## config.mk

```make
export PLATFORM = sky130hd
export DESIGN_NAME = tinker_fetch_queue
export DESIGN_NICKNAME = d
export VERILOG_FILES = /design/src/rtl/tinker_pkg.sv /design/src/rtl/tinker_sync_fifo.sv /design/src/rtl/tinker_fetch_queue.sv
export SDC_FILE = /design/constraint.sdc
export NUM_CORES = 1
export LEC_CHECK = 0
export CAP_MARGIN = 10
export CORE_AREA = 2 2 208 210
export CTS_BUF_LIST = sky130_fd_sc_hd__clkbuf_4
export CTS_CLUSTER_SIZE = 12
export DETAILED_ROUTE_END_ITERATION = 10
export DIE_AREA = 0 0 210 212
export GPL_ROUTABILITY_DRIVEN = 0
export PLACE_DENSITY = 0.82
export RECOVER_POWER = 100
export REMOVE_ABC_BUFFERS = 1
export SLEW_MARGIN = 10
export SYNTH_ARGS = -nofsm -noshare
export SYNTH_HDL_FRONTEND = slang
export SYNTH_SLANG_ARGS = --single-unit
```

## constraint.sdc

```tcl
create_clock -name clk -period 21.2 [get_ports clk]
set_input_delay 3.18 -clock clk [delete_from_list [all_inputs] [get_ports clk]]
set_output_delay 3.18 -clock clk [all_outputs]
set_load 0.02 [all_outputs]
```

## src/rtl/tinker_pkg.sv

```systemverilog
// Shared widths, reset PC and the queue entry payload for the Tinker fetch path.
package tinker_pkg;

    localparam int unsigned TINKER_ADDR_W  = 64;
    localparam int unsigned TINKER_INSTR_W = 32;
    localparam logic [TINKER_ADDR_W-1:0] TINKER_RESET_PC = 64'h2000;

    typedef struct packed {
        logic [TINKER_INSTR_W-1:0] instr;
        logic [TINKER_ADDR_W-1:0]  pc;
    } fetch_entry_t;

    localparam int unsigned FETCH_ENTRY_W = $bits(fetch_entry_t);

endpackage

```

## src/rtl/tinker_sync_fifo.sv

```systemverilog
// Small synchronous FIFO with flush and an occupancy count; head is read straight from storage.
module tinker_sync_fifo #(
    parameter int unsigned     WIDTH     = 8,
    parameter int unsigned     DEPTH     = 4,
    parameter logic [WIDTH-1:0] RESET_VAL = '0,
    localparam int unsigned    CNT_W     = $clog2(DEPTH + 1)
) (
    input  logic             clk,
    input  logic             reset,
    input  logic             push,
    input  logic             pop,
    input  logic             flush,
    input  logic [WIDTH-1:0] push_data,
    output logic [WIDTH-1:0] head,
    output logic [CNT_W-1:0] count
);

    localparam int unsigned PTR_W = $clog2(DEPTH);

    logic [WIDTH-1:0] mem_q [DEPTH];
    logic [PTR_W-1:0] rd_ptr_q;
    logic [PTR_W-1:0] wr_ptr_q;
    logic [CNT_W-1:0] count_q;
    logic             do_pop;

    assign do_pop = pop && (count_q != '0);
    assign head   = mem_q[rd_ptr_q];
    assign count  = count_q;

    always_ff @(posedge clk or posedge reset) begin
        if (reset) begin
            for (int i = 0; i < int'(DEPTH); i++) begin
                mem_q[i] <= RESET_VAL;
            end
            rd_ptr_q <= '0;
            wr_ptr_q <= '0;
            count_q  <= '0;
        end else if (flush) begin
            rd_ptr_q <= '0;
            wr_ptr_q <= '0;
            count_q  <= '0;
        end else begin
            if (push) begin
                mem_q[wr_ptr_q] <= push_data;
                wr_ptr_q        <= wr_ptr_q + PTR_W'(1);
            end
            if (do_pop) begin
                rd_ptr_q <= rd_ptr_q + PTR_W'(1);
            end
            count_q <= count_q + CNT_W'(push) - CNT_W'(do_pop);
        end
    end

endmodule

```

## src/rtl/tinker_fetch_queue.sv

```systemverilog
// Fetch stage: owns the PC, issues credit-limited in-order reads, buffers returns for decode,
// and flushes on redirect while discarding responses still in flight for the old path.
module tinker_fetch_queue
    import tinker_pkg::*;
#(
    parameter int unsigned       ADDR_W   = TINKER_ADDR_W,
    parameter int unsigned       INSTR_W  = TINKER_INSTR_W,
    parameter int unsigned       DEPTH    = 4,
    parameter logic [ADDR_W-1:0] RESET_PC = ADDR_W'(TINKER_RESET_PC)
) (
    input  logic               clk,
    input  logic               reset,
    output logic               req_valid,
    input  logic               req_ready,
    output logic [ADDR_W-1:0]  req_addr,
    input  logic               rsp_valid,
    input  logic [INSTR_W-1:0] rsp_data,
    output logic               instr_valid,
    input  logic               instr_ready,
    output logic [INSTR_W-1:0] instr,
    output logic [ADDR_W-1:0]  instr_pc,
    input  logic               redirect,
    input  logic [ADDR_W-1:0]  redirect_pc,
    input  logic               halt
);

    localparam int unsigned CNT_W = $clog2(DEPTH + 1);
    localparam int unsigned SUM_W = CNT_W + 1;

    logic [ADDR_W-1:0] fetch_pc_q, fetch_pc_d;
    logic [ADDR_W-1:0] rsp_pc_q, rsp_pc_d;
    logic [CNT_W-1:0]  outstanding_q, outstanding_d;
    logic [CNT_W-1:0]  discard_q, discard_d;
    logic [CNT_W-1:0]  occupancy;
    logic              halt_q;
    logic              req_fire;
    logic              push;
    logic              pop;
    fetch_entry_t      push_entry;
    fetch_entry_t      head_entry;

    // Credit check counts buffered plus in-flight work so every response has a slot.
    assign req_valid   = !reset && !halt_q &&
                         ((SUM_W'(occupancy) + SUM_W'(outstanding_q)) < SUM_W'(DEPTH));
    assign req_addr    = fetch_pc_q;
    assign req_fire    = req_valid && req_ready;
    assign instr_valid = (occupancy != '0);
    assign pop         = instr_valid && instr_ready;
    assign instr       = head_entry.instr;
    assign instr_pc    = head_entry.pc;

    always_comb begin
        fetch_pc_d       = fetch_pc_q;
        rsp_pc_d         = rsp_pc_q;
        discard_d        = discard_q;
        push             = 1'b0;
        push_entry.instr = rsp_data;
        push_entry.pc    = rsp_pc_q;
        outstanding_d    = outstanding_q + CNT_W'(req_fire) - CNT_W'(rsp_valid);
        if (redirect) begin
            // Everything still in flight after this cycle belongs to the old path.
            fetch_pc_d = redirect_pc & ~ADDR_W'(3);
            rsp_pc_d   = redirect_pc & ~ADDR_W'(3);
            discard_d  = outstanding_d;
        end else begin
            if (req_fire) begin
                fetch_pc_d = fetch_pc_q + ADDR_W'(4);
            end
            if (rsp_valid) begin
                if (discard_q != '0) begin
                    discard_d = discard_q - CNT_W'(1);
                end else begin
                    push     = 1'b1;
                    rsp_pc_d = rsp_pc_q + ADDR_W'(4);
                end
            end
        end
    end

    always_ff @(posedge clk or posedge reset) begin
        if (reset) begin
            fetch_pc_q    <= RESET_PC;
            rsp_pc_q      <= RESET_PC;
            outstanding_q <= '0;
            discard_q     <= '0;
            halt_q        <= 1'b0;
        end else begin
            fetch_pc_q    <= fetch_pc_d;
            rsp_pc_q      <= rsp_pc_d;
            outstanding_q <= outstanding_d;
            discard_q     <= discard_d;
            halt_q        <= halt;
        end
    end

    tinker_sync_fifo #(
        .WIDTH     (FETCH_ENTRY_W),
        .DEPTH     (DEPTH),
        .RESET_VAL ({INSTR_W'(0), RESET_PC})
    ) u_fifo (
        .clk       (clk),
        .reset     (reset),
        .push      (push),
        .pop       (pop),
        .flush     (redirect),
        .push_data (push_entry),
        .head      (head_entry),
        .count     (occupancy)
    );

    // Memory-side protocol checks.
    a_rsp_needs_request: assert property (@(posedge clk) disable iff (reset)
        rsp_valid |-> (outstanding_q != '0));
    a_rsp_has_space: assert property (@(posedge clk) disable iff (reset)
        (rsp_valid && !redirect && (discard_q == '0)) |-> (occupancy != CNT_W'(DEPTH)));

endmodule

```

==> impl_metrics.json <==
{
  "layout.cells.non_filler": 2818,
  "critPathArrivalTime_ps": 10530,
  "placed_area_um2": 27500,
  "cts_num_sinks": 514,
  "clk_latency_ps": 970,
  "irDropWorstVdd_mv": 0.0677,
  "fin_setup_tns_ps": 0,
  "timing.final.crit_share_pct": 51.4,
  "violations": "max-capacitance violations, max-slew violations",
  "setup_slack_ps": 10310,
  "ant_nets": 0,
  "grt_pass1_wl_um": 100000,
  "drc": 0,
  "grt_antenna_before_repair": 5,
  "grt_pass1_vias": 18301,
  "path_max_fanout": 154,
  "fin_worst_skew_ps": 51.0,
  "drv_cap": 18,
  "core_area_um2": 42500,
  "seq_area_frac_synth_pct": 52.2,
  "synth_edf_count": 0,
  "io_buffers": 258,
  "end_kind": "asynchronous set/reset pin",
  "setup_viol": 0,
  "fmax_mhz": 91.8,
  "die_x_um": 210,
  "cts_max_path_buffers": 3,
  "p_leak_nw": 13.0,
  "final_net_count": 2297,
  "numCtsBuffers": 138,
  "power_density_nw_per_um2": 115,
  "hold_buffers": 0,
  "rsz0062_at_grt": "no",
  "via_per_inst": 6.30,
  "placedCellCount": 2584,
  "avgRoutedWirePerCell_um": 22.5,
  "area_delta_synth_final_pct": 18.6,
  "final_area_um2": 29200,
  "place_ws_ps": 12880,
  "timing.hold.ws_ps": 492,
  "hpwl_um": 41600,
  "drt-initial-drc-count": 1533,
  "routed_wl_um": 63500,
  "drt-pass1-iter-count": 6,
  "crit_required_ps": 20840,
  "report.final.slew_viol_count": 1116,
  "worstMarginPinSlew_ps": 6810,
  "htreeDepth": 4,
  "synth_area_um2": 24600,
  "io_pins": 265,
  "synth_flop_cell": "dfrtp_1",
  "synth_cell_types": 62,
  "grt-ovfl-total": 0,
  "synth_warnings": 0,
  "grt_max_degree": 155,
  "status": "finished, violations left",
  "hp-class": "flop to flop",
  "ys_seq_elements": 514,
  "async_flop_share_pct": 100,
  "layout-drive-gt1-share_pct": 32.2,
  "criticalPathCategory": "primary input to asynchronous set/reset pin",
  "cp-start-kind": "primary input",
  "post_cts_buffers": 0,
  "die_area_um2": 44500,
  "timing.final.hold_violations": 0,
  "initial_utilization_pct": 58.0,
  "cts_tree": "done",
  "clockRootBuffer": "clkbuf_4",
  "cts_resized": 0,
  "nFillCells": 3038,
  "grt.total_usage_pct": 29.3,
  "slew-limit-headroom_pct": -356,
  "rows": 76,
  "post-route-min-period_ps": 10890,
  "synthCells": 1905,
  "syn_area_per_cell_um2": 12.9,
  "vias": 17744,
  "clk_pin_slew_ps": 60,
  "dieHeight_um": 212
}
-- critical path, stage by stage --
cell and delay (ps):
dlygate4sd3_1 590, clkinvlp_2 3810, clkbuf_1 2850
-- report_power, final --
| part | internal [W] | total [W] | switching (W) | leakage, nW |
|---|---|---|---|---|
| Combinational | 0.000584 | 0.00109 | 0.000502 | 5.28 |
| Sequential | 0.00119 | 0.00136 | 0.000170 | 6.64 |
| Clock | 0.000506 | 0.000913 | 0.000408 | 1.05 |
| Total | 0.00228 | 0.00336 | 0.00108 | 13.0 |
-- stage by stage --
stage,utilization [%],power (W)
CTS,69.0,0.00345
detailed placement,64.8,0.00252
finish,68.8,0.00336
global route,68.8,0.00354
global placement,64.8,0.00248
floorplan,-,0.00206
-- final cells by class --
class	instances	area (um2)	share of cell area [%]
inverter	24	92.6	0.317
sequential	514	12900	44.0
clock buffer	195	1460	5.01
antenna	4	10.0	0.0342
timing repair buffer	276	2670	9.15
tap	546	683	2.34
multi-input combinational	1224	11100	38.0
clock inverter	35	324	1.11
-- kinds of logic after synthesis --
group                      after synthesis  share of synthesized area, %
AOI/OAI and AO/OA                      149                          4.21
xor gates and xnor gates                58                          2.06
adders and majority gates               16                         0.873
buffers and inverters                  170                          2.70
DFF                                    514                          52.2
muxes                                  496                          27.0
other                                    1                        0.0152
and+or+nand+nor                        501                          11.0
-- path summary, 6_finish.rpt --
kind | depth (start not counted) | end | start | slack (ps)
max in group clk | 3 | instr_pc[23] | u_fifo.rd_ptr_q[1] | 10820
min in group asynchronous | 2 | req_addr[11] | reset | 4930
worst min-delay path | 2 | u_fifo.mem_q[319] | u_fifo.mem_q[319] | 490
worst max-delay path | 3 | u_fifo.rd_ptr_q[0] | reset | 10310
worst min register to register | 2 | u_fifo.mem_q[319] | u_fifo.mem_q[319] | 490
worst max register to register | 7 | u_fifo.mem_q[236] | discard_q[0] | 14620
-- state kept, by name, indices dropped and copies added, names as in the netlist --
name / cells
req_addr: 62
u_fifo.mem_q: 376
u_fifo.rd_ptr_q: 2
halt_q: 1
discard_q: 3
outstanding_q: 3
u_fifo.wr_ptr_q: 2
u_fifo.count: 3
rsp_pc_q: 62
-- routing by layer --
metal / GRT usage (%) / wire length (um) / vias to the layer above / part of all wire [%]
met4: 13.7 / 2220 / 2 / 3.5
met1: 37.7 / 25800 / 9091 / 41
met5: 0 / 11 / - / 0.017
met3: 8.60 / 5130 / 167 / 8.1
met2: 46.3 / 30400 / 777 / 48
li1: - / - / 7707 / -
-- placed cells by master, fill, tap and decap left out, types with 7 or more instances in the layout --
cell type,instances
dfrtp_1,507
and3_1,32
buf_4,8
clkdlybuf4s50_1,97
xnor2_1,42
bufinv_16,7
nand3_1,53
and2_1,7
nor2_1,88
a31oi_1,22
o31a_1,17
nor4_1,39
or4_1,13
dlygate4sd3_1,160
nand2_1,95
nor3_1,41
or3_1,13
nor2b_1,11
o31ai_1,15
nand4_1,50
inv_1,22
ha_1,14
nand2b_1,14
o21ai_0,20
a311oi_1,13
and4_1,24
a211oi_1,21
mux2_2,400
a21oi_1,23
clkbuf_4,195
clkinv_1,21
mux4_2,94
xor2_1,16
clkbuf_1,11
-- synthesized netlist by cell type (all sizes together) (2+ instances only) --
master / n / area, um2
o221a: 2 / 22.5
buf: 39 / 173
nand3: 54 / 275
nor3: 41 / 205
or3: 13 / 81.3
nor4b: 2 / 17.5
or4: 13 / 97.6
o21ai: 20 / 100
mux4: 94 / 2120
or2: 4 / 25.0
ha: 14 / 175
nor4: 42 / 297
nor2b: 11 / 68.8
and4: 24 / 213
o21a: 3 / 22.5
o31ai: 15 / 113
mux2: 401 / 4520
nor3b: 5 / 37.5
nand2b: 14 / 87.6
a21boi: 4 / 30.0
a211oi: 21 / 158
xor2: 16 / 140
and3: 32 / 200
dfstp: 6 / 158
and2: 8 / 50.1
nand4: 50 / 313
xnor2: 42 / 368
nand2: 95 / 357
fa: 2 / 40.0
dfrtp: 508 / 12700
a21o: 2 / 15.0
or4b: 2 / 23.8
clkbuf: 107 / 402
a21oi: 23 / 115
inv: 24 / 90.1
a311oi: 13 / 114
o31a: 17 / 149
nor2: 88 / 330
a31oi: 22 / 138
(Power assumes the default switching activity.)
